## src/rtl/unary_mac_pkg.sv

```systemverilog
// Shared types and default sizing for the unary MAC sequencer.
// Pure declarations: no logic, no latency, no flow control.
// Backpressure: not applicable.
package unary_mac_pkg;

  typedef enum logic [1:0] {
    IDLE   = 2'd0,
    STREAM = 2'd1,
    DRAIN  = 2'd2,
    EMIT   = 2'd3
  } mac_state_t;

  localparam int DEF_BIN_BITS     = 4;
  localparam int DEF_ACC_BITS     = 12;
  localparam int DEF_DRAIN_CYCLES = 260;

endpackage

```

## src/rtl/unary_stream_gen.sv

```systemverilog
// Binary-to-unary burst generator: operand N becomes N contiguous ones on its stream.
// Latency: first one appears the cycle after load; burst spans max(a,b) cycles.
// Backpressure: none; load is only pulsed by the sequencer while idle.
module unary_stream_gen
  import unary_mac_pkg::*;
#(
  parameter int BIN_BITS = DEF_BIN_BITS
) (
  input  logic                clk,
  input  logic                reset_n,
  input  logic                load,
  input  logic [BIN_BITS-1:0] a,
  input  logic [BIN_BITS-1:0] b,
  output logic                stream_a,
  output logic                stream_b,
  output logic                done
);

  logic [BIN_BITS-1:0] a_q;
  logic [BIN_BITS-1:0] b_q;
  logic [BIN_BITS-1:0] len_q;
  logic [BIN_BITS-1:0] cnt;
  logic [BIN_BITS-1:0] cnt_nxt;
  logic                active;

  assign cnt_nxt = cnt + 1'b1;
  // cnt indexes the stream cycle currently on the outputs; done marks the last one.
  assign done    = active && (cnt == len_q - 1'b1);

  always_ff @(posedge clk or negedge reset_n) begin
    if (!reset_n) begin
      a_q      <= '0;
      b_q      <= '0;
      len_q    <= '0;
      cnt      <= '0;
      active   <= 1'b0;
      stream_a <= 1'b0;
      stream_b <= 1'b0;
    end else if (load) begin
      a_q      <= a;
      b_q      <= b;
      len_q    <= (a > b) ? a : b;
      cnt      <= '0;
      active   <= (a != '0) || (b != '0);
      stream_a <= (a != '0);
      stream_b <= (b != '0);
    end else if (active) begin
      if (done) begin
        active   <= 1'b0;
        stream_a <= 1'b0;
        stream_b <= 1'b0;
      end else begin
        cnt      <= cnt_nxt;
        stream_a <= (cnt_nxt < a_q);
        stream_b <= (cnt_nxt < b_q);
      end
    end
  end

endmodule

```

## src/rtl/unary_mac_sequencer.sv

```systemverilog
// Feeds operand pairs as unary bursts to an external multiplier and accumulates its pulses.
// Latency: 1 + max(A,B) + drain window per pair; result one cycle after the last pair drains.
// Backpressure: in_ready low while a pair is in flight; result held until acc_ready. Option: UNARY_MAC_EARLY_DONE_EN.
module unary_mac_sequencer
  import unary_mac_pkg::*;
#(
  parameter int BIN_BITS     = DEF_BIN_BITS,
  parameter int ACC_BITS     = DEF_ACC_BITS,
  parameter int DRAIN_CYCLES = DEF_DRAIN_CYCLES
) (
  input  logic                clk,
  input  logic                reset_n,
  input  logic                in_valid,
  output logic                in_ready,
  input  logic [BIN_BITS-1:0] a_bin,
  input  logic [BIN_BITS-1:0] b_bin,
  input  logic                in_last,
  output logic                mult_in_a,
  output logic                mult_in_b,
  input  logic                mult_out,
  input  logic                mult_zero,
  output logic                acc_valid,
  input  logic                acc_ready,
  output logic [ACC_BITS-1:0] acc_out,
  output logic                acc_sat,
  output logic                busy
);

  localparam int                DW         = $clog2(DRAIN_CYCLES + 1);
  localparam logic [DW-1:0]     DRAIN_LAST = DW'(DRAIN_CYCLES - 1);
  localparam logic [ACC_BITS-1:0] ACC_MAX  = {ACC_BITS{1'b1}};

  mac_state_t    state;
  logic          last_q;
  logic [DW-1:0] drain_cnt;
  logic          load;
  logic          gen_done;
  logic          drain_exit;

  assign load = (state == IDLE) && in_valid && in_ready;

`ifdef UNARY_MAC_EARLY_DONE_EN
  // The first drain cycle is skipped so the multiplier can register the stream tail.
  assign drain_exit = (drain_cnt == DRAIN_LAST) || (mult_zero && (drain_cnt != '0));
`else
  logic zero_unused;
  assign zero_unused = mult_zero;
  assign drain_exit  = (drain_cnt == DRAIN_LAST);
`endif

  unary_stream_gen #(
    .BIN_BITS (BIN_BITS)
  ) u_stream_gen (
    .clk      (clk),
    .reset_n  (reset_n),
    .load     (load),
    .a        (a_bin),
    .b        (b_bin),
    .stream_a (mult_in_a),
    .stream_b (mult_in_b),
    .done     (gen_done)
  );

  always_ff @(posedge clk or negedge reset_n) begin
    if (!reset_n) begin
      state     <= IDLE;
      in_ready  <= 1'b1;
      acc_valid <= 1'b0;
      busy      <= 1'b0;
      last_q    <= 1'b0;
      drain_cnt <= '0;
      acc_out   <= '0;
      acc_sat   <= 1'b0;
    end else begin
      if (((state == STREAM) || (state == DRAIN)) && mult_out) begin
        if (acc_out == ACC_MAX) acc_sat <= 1'b1;
        else                    acc_out <= acc_out + 1'b1;
      end

      case (state)
        IDLE: begin
          if (load) begin
            last_q    <= in_last;
            drain_cnt <= '0;
            in_ready  <= 1'b0;
            busy      <= 1'b1;
            state     <= ((a_bin == '0) && (b_bin == '0)) ? DRAIN : STREAM;
          end
        end
        STREAM: begin
          if (gen_done) state <= DRAIN;
        end
        DRAIN: begin
          drain_cnt <= drain_cnt + 1'b1;
          if (drain_exit) begin
            if (last_q) begin
              state     <= EMIT;
              acc_valid <= 1'b1;
            end else begin
              state    <= IDLE;
              in_ready <= 1'b1;
              busy     <= 1'b0;
            end
          end
        end
        EMIT: begin
          if (acc_ready) begin
            acc_out   <= '0;
            acc_sat   <= 1'b0;
            acc_valid <= 1'b0;
            in_ready  <= 1'b1;
            busy      <= 1'b0;
            state     <= IDLE;
          end
        end
        default: state <= IDLE;
      endcase
    end
  end

endmodule
```

## config.mk

```make
export PLATFORM = sky130hd
export DESIGN_NAME = unary_mac_sequencer
export DESIGN_NICKNAME = d
export VERILOG_FILES = /design/src/rtl/unary_mac_pkg.sv /design/src/rtl/unary_stream_gen.sv /design/src/rtl/unary_mac_sequencer.sv
export SDC_FILE = /design/constraint.sdc
export NUM_CORES = 1
export LEC_CHECK = 0
export CAP_MARGIN = 30
export CELL_PAD_IN_SITES_DETAIL_PLACEMENT = 1
export CELL_PAD_IN_SITES_GLOBAL_PLACEMENT = 2
export CORE_ASPECT_RATIO = 1.1
export CORE_UTILIZATION = 37
export DETAILED_ROUTE_END_ITERATION = 10
export PLACE_DENSITY = 0.87
export SYNTH_ARGS = -nofsm -noshare
export SYNTH_HDL_FRONTEND = slang
export SYNTH_SLANG_ARGS = --single-unit
```

## constraint.sdc

```tcl
create_clock -name clk -period 3.7 [get_ports clk]
set_input_delay 0.74 -clock clk [delete_from_list [all_inputs] [get_ports clk]]
set_output_delay 0.74 -clock clk [all_outputs]
set_load 0.01 [all_outputs]
```

# --- After elaboration in Yosys (flattened, before gate mapping) ---
# Index checks and enable logic that the tools add are counted.
word_totals:
  reg_bits: 47
  elab_cells: 100
classes:
  n_lt_le_gt_ge: 3
  n_mux: 43
  n_reduce_logical: 22
  n_eq_ne: 13
  n_addsub: 4
op_table:
  columns: ["operator", "count"]
  rows:
  - ["two-way mux 12 bit", 4]
  - ["two-way mux 1 bit", 23]
  - ["one-hot mux 9 bit (2 select lines)", 1]
  - ["two-way mux 4 bit", 4]
  - ["!= test 2 bit, second input constant", 7]
  - ["adder 12 x 1 -> 12 bit, second input constant", 1]
  - ["equality test 12 bit, second input constant", 1]
  - ["two-way mux 2 bit", 6]
  - ["adder 9 x 1 -> 9 bit, second input constant", 1]
  - ["equality test 9 bit, second input constant", 1]
  - ["two-way mux 9 bit", 1]
  - ["logical NOT 4 bit", 2]
  - ["less-than comparator 4 bit", 2]
  - ["one-hot mux 2 bit (4 select lines)", 1]
  - ["AND reduction 4 bit", 2]
  - ["nonzero test 4 bit", 2]
  - ["one-hot mux 1 bit (3 select lines)", 2]
  - ["AND reduction 2 bit", 3]
  - ["nonzero test 2 bit", 3]
  - ["logical AND 1 bit", 5]
  - ["AND reduction 5 bit", 1]
  - ["adder 4 x 1 -> 4 bit, second input constant", 1]
  - ["equality test 2 bit, second input constant", 2]
  - ["equality test 4 bit", 1]
  - ["other kinds (7)", 8]

# --- Depth between registers and ports, before layout ---
# Gate-level depths: netlist of run 1.
logic_depth:
  word_depth: 6
  mapped_depth: 8

# --- Hierarchy ---
# Synthesis of run 1 repeated with hierarchy kept, for this count alone.
unflattened:
  cells_unflattened: 307
  area_unflattened_um2: 2920.3
by_module_without_submodules:
  columns: ["module", "n_inst", "seq_area_each_um2", "cells_each", "area_per_inst_um2"]
  rows:
  - ["unary_mac_sequencer", 1, 701.9, 169, 1624.1]
  - ["unary_stream_gen", 1, 475.5, 138, 1296.2]

# --- Worst setup path after synthesis of run 1 ---
# No wires, ideal clock.
synth_timing:
  kind: "input port to flip-flop"
  start: "in a_bin[0]"
  end: "reg u_stream_gen.len_q[0]"
  slack_ns: 1.628
  arrival_ns: 1.936
  cell_stages: 7
  setup_time_ns: 0.136
  required_time_ns: 3.564
  cell_sequence: "inv_1 -> ha_1 -> nand4_1 -> o31ai_1 -> nor3_1 -> mux2i_1 -> o21ai_0"
synth_between:
  elab_chain_len: 2
synth_rtl:
  columns: ["element", "line_no", "text"]
  rows:
  - ["start: declaration", "unary_mac_sequencer.sv:15", "input logic [BIN_BITS-1:0] a_bin,"]
  - ["> comparator 4 bit", "unary_stream_gen.sv:42", "len_q <= (a > b) ? a : b;"]
  - ["two-way mux 4 bit *", "unary_stream_gen.sv:42", null]
  - ["end signal: assignment", "unary_stream_gen.sv:42", null]
  - ["end: declaration", "unary_stream_gen.sv:21", "logic [BIN_BITS-1:0] len_q;"]
# Every way passes the cells marked *; elsewhere a longest branch is shown, timed or not.
# A chain may end at the register's enable or synchronous reset.

# --- Worst setup path in the final report of run 1 ---
layout_timing:
  start: "in b_bin[1]"
  end: "reg u_stream_gen.len_q[1]"
layout_between:
  elab_chain_len: 2
layout_rtl:
  columns: ["element", "line_no", "text"]
  rows:
  - ["start: declaration", "unary_mac_sequencer.sv:16", "input logic [BIN_BITS-1:0] b_bin,"]
  - ["> comparator 4 bit", "unary_stream_gen.sv:42", null]
  - ["two-way mux 4 bit *", "unary_stream_gen.sv:42", null]
# Marks and branches as above.

==> impl_metrics.py, run 1 <==
metrics = {
    "global_routing": {
        "antenna_found_initial": 0,
        "grt_max_degree": 31,
        "grt_use_total_pct": 17.72,
        "grt_pass1_vias": 2277,
        "grt_pass1_wl_microns": 10890,
        "overflow": 0,
    },
    "finish": {
        "final_common_cell": "dfrtp_1",
        "instances_no_fill": 404,
        "final_cell_mix": "dfrtp_1 (46), nand2_1 (34), clkdlybuf4s50_1 (30), o21ai_0 (27), inv_1 (24)",
        "fin_area_sq_um": 3172,
        "area_delta_synth_final_pct": 17.25,
        "drive_gt1_share_pct": 4.702,
        "antennaDiodeCount": 0,
        "fin_nets": 355,
        "n_fill_cell": 824,
    },
    "critical_path": {
        "path_max_fanout": 4,
        "reg2reg_from": "state[0]",
        "start_kind": "input port",
        "critPathLaunch": "b_bin[1]",
        "cp_data_required_time_ps": 3880,
        "rr_worst_depth": 7,
        "critical_path_class": "input port to flip-flop",
        "critical_path.endpoint": "u_stream_gen.len_q[1]",
        "end_kind": "flip-flop",
        "crit_arrival_ps": 2700,
        "ff2ff_setup_slack_ps": 1390,
        "reg2reg_to": "drain_cnt[5]",
    },
    "cts": {
        "cts_buffers": 5,
        "ctsHoldBuffers": 0,
        "cts_tree": "built",
        "clkSinkCount": 47,
        "cts_setup_buffers": 0,
        "ctsResizeCount": 0,
        "clkLatencyLatePin_ps": 300,
        "cts.path.max_buffers": 2,
        "cts-root-buf": "clkbuf_8",
        "path_clk_slew_ps": 90,
        "htreeDepth": 2,
    },
    "synth": {
        "postSynthAreaPerCell_sq_um": 9.328,
        "synth_cell_type_count": 40,
        "yosysSeqAreaShare_pct": 43.52,
        "synth_warnings": 0,
        "netlist_area_sq_um": 2705,
        "ys.flop_type": "dfrtp_1",
        "syn_nets": 325,
        "synth_edf_count": 0,
        "ys_ff_latch": 47,
        "syn-instance-count": 290,
        "synth-async-reset-ratio_pct": 100.0,
    },
    "route": {
        "drt_wl_total_microns": 6024,
        "drt_iter0_markers": 111,
        "via_per_inst": 5.354,
        "drc": 0,
        "num_vias": 2163,
        "routedWlPerCell_microns": 14.91,
        "drt-pass1-iter-count": 4,
        "final_antenna_net_count": 0,
    },
    "place": {
        "placedCellCount": 398,
        "placed_area_sq_um": 3099,
        "hpwlAfterDp_microns": 4488,
        "portBuffers": 31,
        "dp_slack_ps": 805.8,
        "routabilityCongestion": 0.7339,
    },
    "timing": {
        "rsz0062_at_grt": "false",
        "max_slew_margin_pct": 47.25,
        "period_minus_slack_ps": 2522,
        "period_share_pct": 68.16,
        "max_freq_mhz": 396.5,
        "hold_viol_final": 0,
        "tns_ps": 0,
        "maxSlewViolCount": 0,
        "final-setup-viol-count": 0,
        "setup_slack_ps": 1178,
        "clock_skew_ps": 8.534,
        "worstMarginPinSlew_ps": 771.3,
    },
    "die": {
        "die_area_sq_um": 7658,
        "fp-row-count": 32,
        "die_x_microns": 83.53,
        "core_area_sq_um": 7047,
        "die_h_microns": 91.68,
        "start_util_pct": 38.39,
        "io_pins": 33,
    },
    "pwr": {
        "leakage_nw": 1.436,
        "ir_worst_vdd_mv": 0.2026,
        "powerDensity_nw_per_um2": 344.9,
    },
    "run": {
        "drv_cap": 0,
    },
    "min_path": {
        "hold_class": "input port to async pin",
    },
    "status": {
        "outcome": "completed",
    },
}
-- stage by stage --
| stage | util (%) | hold WS (ps) | power (mW) |
|---|---|---|---|
| finish | 45.01 | 377.1 | 1.094 |
| global route | 45.01 | 391.9 | 1.159 |
| CTS | 45.01 | 379.6 | 1.113 |
| detailed placement | 43.98 | 472.8 | 0.8088 |
| global placement | 43.70 | 462.3 | 0.8011 |
| floorplan | - | 444.4 | 0.6903 |
-- metal layers --
metal,wire (microns),track usage [%]
met5,0,0
met4,85,5.508
met3,149,3.150
met2,3134,31.49
met1,2655,21.87
-- state kept, by name (all words and copies together) (netlist names) --
signal,flops
last_q,1
u_stream_gen.a_q,4
acc_out,12
state,2
u_stream_gen.cnt,4
u_stream_gen.stream_a,1
drain_cnt,9
u_stream_gen.stream_b,1
u_stream_gen.active,1
u_stream_gen.len_q,4
acc_sat,1
acc_valid,1
u_stream_gen.b_q,4
in_ready,1
busy,1
-- power by group --
group | switching [mW] | internal [mW] | total [mW]
clock | 0.172 | 0.127 | 0.299
combinational | 0.0960 | 0.115 | 0.211
sequential | 0.0386 | 0.546 | 0.584
-- logic make-up (layout without fill, tap and decap cells) --
family	after synthesis	after routing	synth area share, %
and+or+nand+nor	106	106	20.72
muxes	5	5	1.850
adders and majority gates	20	20	9.251
AOI/OAI and AO/OA	60	60	13.27
DFF	47	47	43.52
buffers and inverters	33	62	4.718
xor gates and xnor gates	19	19	6.660
-- synthesized netlist by cell type (2+ instances only) --
cell | count | area, sq um
xnor2_1 | 10 | 87.58
nand4_1 | 8 | 50.05
mux2i_1 | 5 | 50.05
nor2_1 | 23 | 86.33
nor4b_1 | 2 | 17.52
a2111oi_0 | 2 | 17.52
o31ai_1 | 3 | 22.52
and2_1 | 2 | 12.51
nor4_1 | 6 | 37.54
and3_1 | 4 | 25.02
clkbuf_2 | 2 | 10.01
inv_1 | 24 | 90.09
nand3_1 | 6 | 30.03
nor3_1 | 6 | 30.03
a21o_1 | 3 | 22.52
or3_1 | 6 | 37.54
dfrtp_1 | 46 | 1151
o21ai_0 | 27 | 135.1
ha_1 | 20 | 250.2
xor2_1 | 8 | 70.07
o21ai_2 | 2 | 17.52
nand2_1 | 34 | 127.6
clkbuf_1 | 6 | 22.52
a21oi_1 | 13 | 65.06
a31oi_1 | 4 | 25.02
nor4_4 | 2 | 42.54
o41ai_1 | 2 | 17.52
nor2b_1 | 2 | 12.51
-- critical path, stage by stage --
cell	delay [ps]
clkdlybuf4s50_1	550
inv_1	60
ha_1	290
nand4_1	100
o31ai_1	70
nor3_1	540
mux2i_1	270
o21ai_0	90
-- area by class of cell --
type	instances	area [sq um]	share of cell area, %
multi-input combinational	210	1400	44.14
sequential	47	1177	37.12
inverter	24	90.09	2.840
tap	85	106.4	3.353
timing repair buffer	32	325.3	10.26
clock buffer	6	72.57	2.288
-- how the worst min path moves through the flow --
stage                     endpoint                start
6_report              drain_cnt[6]              reset_n
2_1_floorplan           acc_out[0]              reset_n
5_1_grt               drain_cnt[6]              reset_n
3_3_place_gp   u_stream_gen.b_q[0]  u_stream_gen.b_q[0]
4_1_cts               drain_cnt[6]              reset_n
3_5_place_dp   u_stream_gen.a_q[0]  u_stream_gen.a_q[0]
(Power assumes the default switching activity.)
==> run 2, diff against run 1 <==
--- a/config.mk
+++ b/config.mk
@@ -9,9 +9,9 @@
 export CELL_PAD_IN_SITES_DETAIL_PLACEMENT = 1
 export CELL_PAD_IN_SITES_GLOBAL_PLACEMENT = 2
 export CORE_ASPECT_RATIO = 1.1
-export CORE_UTILIZATION = 37
+export CORE_UTILIZATION = 35
 export DETAILED_ROUTE_END_ITERATION = 10
-export PLACE_DENSITY = 0.87
+export PLACE_DENSITY = 0.83
 export SYNTH_ARGS = -nofsm -noshare
 export SYNTH_HDL_FRONTEND = slang
 export SYNTH_SLANG_ARGS = --single-unit
==> constraint.sdc (replaced) <==
create_clock -name clk -period 2.5 [get_ports clk]
set_input_delay 0.5 -clock clk [delete_from_list [all_inputs] [get_ports clk]]
set_output_delay 0.5 -clock clk [all_outputs]
set_load 0.01 [all_outputs]
==> run 2 against run 1 <==
Critical path depth unchanged. Global-route usage decreased by 0.74 points. Worst hold slack lost 180 ps. Clock skew grew 4.3 ps. Flip-flop and latch count unchanged. Clock power rose by 83%. Die area is 5.6% higher. Sequential power is 48% higher.
==> impl_metrics.py, run 2 (synthesis results as in run 1) <==
metrics = {
    "status": {
        "outcome": "completed",
    },
    "finish": {
        "final_cell_mix": "dfrtp_1 (46), nand2_1 (34), clkdlybuf4s50_1 (30), o21ai_0 (27), inv_1 (24)",
        "post-route-util_pct": 44.22,
        "area_delta_synth_final_pct": 22.16,
        "fin_nets": 367,
        "reg_top3": "acc_out (12), drain_cnt (9)",
        "antennaDiodeCount": 0,
        "drive_gt1_share_pct": 8.434,
        "largest_reg_flops": 12,
        "top_register": "acc_out",
        "final_common_cell": "dfrtp_1",
    },
    "die": {
        "die_x_microns": 85.82,
        "io_pins": 33,
        "fp-row-count": 33,
        "die_h_microns": 94.21,
        "die_area_sq_um": 8085,
        "start_util_pct": 36.20,
        "core_area_sq_um": 7473,
    },
    "run": {
        "drv_cap": 0,
    },
    "timing": {
        "final-setup-viol-count": 0,
        "period_share_pct": 86.74,
        "period_minus_slack_ps": 2168,
        "worstMarginPinSlew_ps": 661.3,
        "maxSlewViolCount": 0,
        "max_slew_margin_pct": 55.58,
        "clock_skew_ps": 12.87,
        "rsz0062_at_grt": "false",
        "max_freq_mhz": 461.1,
        "setup_slack_ps": 331.5,
        "hold_viol_final": 0,
    },
    "cts": {
        "cts.path.max_buffers": 2,
        "htreeDepth": 2,
        "cts_buffers": 5,
        "cts_setup_buffers": 0,
        "ctsResizeCount": 0,
        "path_clk_slew_ps": 90,
        "cts-root-buf": "clkbuf_8",
        "clkLatencyLatePin_ps": 300,
        "cts_tree": "built",
        "ctsHoldBuffers": 0,
        "clkSinkCount": 47,
    },
    "global_routing": {
        "grt_use_total_pct": 16.98,
        "grt_max_degree": 26,
        "grt_pass1_vias": 2312,
        "grt_pass1_wl_microns": 10760,
        "overflow": 0,
        "antenna_found_initial": 0,
    },
    "critical_path": {
        "critPathLaunch": "b_bin[1]",
        "critical_path_class": "input port to flip-flop",
        "slowest_delay_ps": 520,
        "path_max_fanout": 4,
        "worstPathCellList": "clkdlybuf4s50_1, inv_1, ha_1, nand4_1, o31ai_1, nor3_1, mux2i_1, o21ai_0",
        "start_kind": "input port",
        "cp_data_required_time_ps": 2670,
        "crit_buf_inv": 2,
        "cp_top_family": "simple AND/OR/NAND/NOR gates",
        "reg2reg_from": "state[0]",
        "end_kind": "flip-flop",
        "rr_worst_depth": 7,
        "crit_arrival_ps": 2340,
        "cp_slowest_cell": "nor3_1",
        "crit_cells": 8,
    },
    "route": {
        "routedWlPerCell_microns": 14.15,
        "drc": 0,
        "drt_iter0_markers": 90,
        "num_vias": 2216,
        "via_per_inst": 5.071,
        "final_antenna_net_count": 0,
        "drt_wl_total_microns": 6183,
        "drt-pass1-iter-count": 5,
    },
    "place": {
        "dp_slack_ps": 10.72,
        "hpwlAfterDp_microns": 4833,
        "portBuffers": 31,
        "routabilityCongestion": 0.7090,
    },
    "pwr": {
        "ir_worst_vdd_mv": 0.1998,
        "powerDensity_nw_per_um2": 525.4,
        "leakage_nw": 1.503,
    },
    "min_path": {
        "hold_class": "input port to async pin",
    },
}
## run 2: changes by cell type in the layout (fill, tap and decap cells not counted), sizes merged
cell    change
bufinv      +1
buf        +12
## run 2: through the flow
| stage | instance area (sq um) | setup TNS, ps | total power [mW] | cells | hold WS, ps |
|---|---|---|---|---|---|
| after floorplan | 2705 | 0 | 1.022 | 290 | 204.4 |
| after global placement | 3202 | -9.041 | 1.202 | 430 | 464.1 |
| after detailed placement | 3202 | 0 | 1.211 | 430 | 472.1 |
| after CTS | 3304 | 0 | 1.760 | 437 | 225.3 |
| after global routing | 3304 | 0 | 1.834 | 437 | 234.8 |
| final | 3304 | 0 | 1.736 | 437 | 193.7 |
## run 2: routing by layer
layer,share of wire [%],GRT usage [%],vias to the layer above
li1,-,-,1097
met1,44,20.26,1089
met2,53,31.33,24
met3,1.8,2.724,6
met4,1.2,4.722,0
met5,0,0,-
## run 2: where the power goes
part	switching, mW	leakage [nW]	internal (mW)
logic	0.145	0.897	0.178
clock network	0.253	0.0513	0.294
registers	0.0590	0.555	0.808
## run 2: path summary, 6_finish.rpt
path                       slack, ps               endpoint
max                              330  u_stream_gen.len_q[2]
min                              190           drain_cnt[6]
max reg2reg                      350           drain_cnt[7]
min reg2reg                      490    u_stream_gen.b_q[0]
max in group asynchronous       1700             acc_out[4]
min in group clk                 490    u_stream_gen.b_q[0]
## run 2: final cells by class
cell class,count,area [sq um]
fillers,884,4169
multi-input cells,210,1400
flip-flops and latches,47,1177
repair buffers,44,402.9
well taps,105,131.4
inverters,24,90.09
clock buffers,6,72.57
clock inverters,1,30.03
==> RTL change (settings of run 1) <==
The package constant `DEF_BIN_BITS` goes from 4 to 6.
--- a/src/rtl/unary_mac_pkg.sv
+++ b/src/rtl/unary_mac_pkg.sv
@@ -11,5 +11,5 @@
   } mac_state_t;
 
-  localparam int DEF_BIN_BITS     = 4;
+  localparam int DEF_BIN_BITS     = 6;
   localparam int DEF_ACC_BITS     = 12;
   localparam int DEF_DRAIN_CYCLES = 260;
Interface: changed (resized a_bin and b_bin); port bits go from 33 to 37. The function was not compared with the original's and may differ.
==> RTL change against run 1 <==
- power increased to 2.8 times the old value
- routed wire length increased by 51%
- sequential cell count increased by 8
- area after synthesis increased by 28%
- worst setup slack got worse by 0.19 ns
- design area increased by 28%
- hold slack got worse by 0.039 ns
- highest routed layer unchanged
==> RTL change: results (changes against run 1) <==
DR iter-0 viols 72 (-35%); Non-CTS buffers 40 (+25%); first-pass GRT wire length 15700 um (+44%); largest net degree at the start of global routing 31 (unchanged); routability congestion estimate from global placement 0.830 (+13%); number of non-clock inverters 29 (+21%); Gate power share 50.7% (+31 points); via-per-instance ratio 5.52 (+3.2%); Worst-Margin Slew 0.702 ns (-0.0693 ns); top cells by count, synth 54 x dfrtp_1, 45 x nand2_1, 29 x inv_1, 26 x nor2_1, 25 x ha_1; Place WS 0.907 ns (+0.101 ns); P_leak 0.00184 uW (+28%); CP Data Arrival Time 2.91 ns (+0.21 ns); post-synthesis compound-gate area fraction 17.0% (+3.8 points); Mapped Nets 424 (+30%); Comb. pwr 1550 uW (+630%); grt met2 use 38.1% (+6.6 points); mux contribution to synthesized area 2.18% (+0.33 points); status complete, no violations; Seq cells 55 (+17%); clk tree area frac 2.89% (+0.61 points); Data buffer area share 9.73% (-0.53 points); Layout Cells excl Fill 531 (+31%); ranking of synthesized cells by area dfrtp_1 39%, ha_1 9.1%, nand2_1 4.9%, xor2_1 3.6%, o21ai_0 3.3%; vias in the first global route 3165 (+39%); register area share after synthesis 39.9% (-3.6 points); met1 wire length 4130 um (+55%); Cell Rows 36 (+13%); Synth cell types 53 (+33%); Synth Area in XOR/XNOR 5.84% (-0.82 points); Max VDD drop 272 uV (+34%); slowest CP cell a2111oi_4; slowest stage delay, CP 0.68 ns (+0.13 ns); worst hold path type primary input to asynchronous set/reset pin; Diodes inserted 0 (unchanged); HPWL Detailed 6980 um (+56%); Global Route Usage Sum 20.9% (+3.1 points); CTS max path bufs 2 (unchanged); met3 WL 203 um (+36%); Flop pwr share 35.2% (-18 points); met3 global-route usage 2.85% (-0.30 points); routed wl met2 4580 um (+46%); IO Port Bufs 35 (+13%); Gate Count Post-Synth 380 (+31%); Seq/total area 33.9% (-3.2 points); adder-cell share of the synthesized area 9.06% (-0.19 points); # fillers 1057 (+28%); drt wl/cell 17.1 um (+15%); met1 Use GR 25.4% (+3.6 points); nets 460 (+30%); Cell Int Power 1750 uW (+120%); fin area 4070 um2 (+28%); clk_skew 0.00309 ns (-0.00544 ns); count of multi-input gates 285 (+36%); CP Max Fanout 10 (+6); Post-DP Area 3950 um2 (+27%)
## RTL change: cell types whose count changed after synthesis, sizes merged, moves of 6 or more
cell / change
and3: +7
dfrtp: +8
o211ai: +6
o21ai: -6
nand2: +11
xor2: +6
## RTL change: final timing paths
| path | from | endpoint | slack, ns | cells past startpoint |
|---|---|---|---|---|
| max | u_stream_gen.len_q[0]$_DFFE_PN0P_ | u_stream_gen.active$_DFF_PN0_ | 0.99 | 5 |
| min | reset_n | u_stream_gen.len_q[0]$_DFFE_PN0P_ | 0.34 | 1 |
| max reg2reg | u_stream_gen.len_q[0]$_DFFE_PN0P_ | u_stream_gen.active$_DFF_PN0_ | 0.99 | 5 |
| min reg2reg | busy$_DFFE_PN0P_ | busy$_DFFE_PN0P_ | 0.50 | 1 |
| max in group asynchronous | reset_n | acc_out[2]$_DFF_PN0_ | 2.69 | 3 |
| min in group clk | busy$_DFFE_PN0P_ | busy$_DFFE_PN0P_ | 0.50 | 1 |
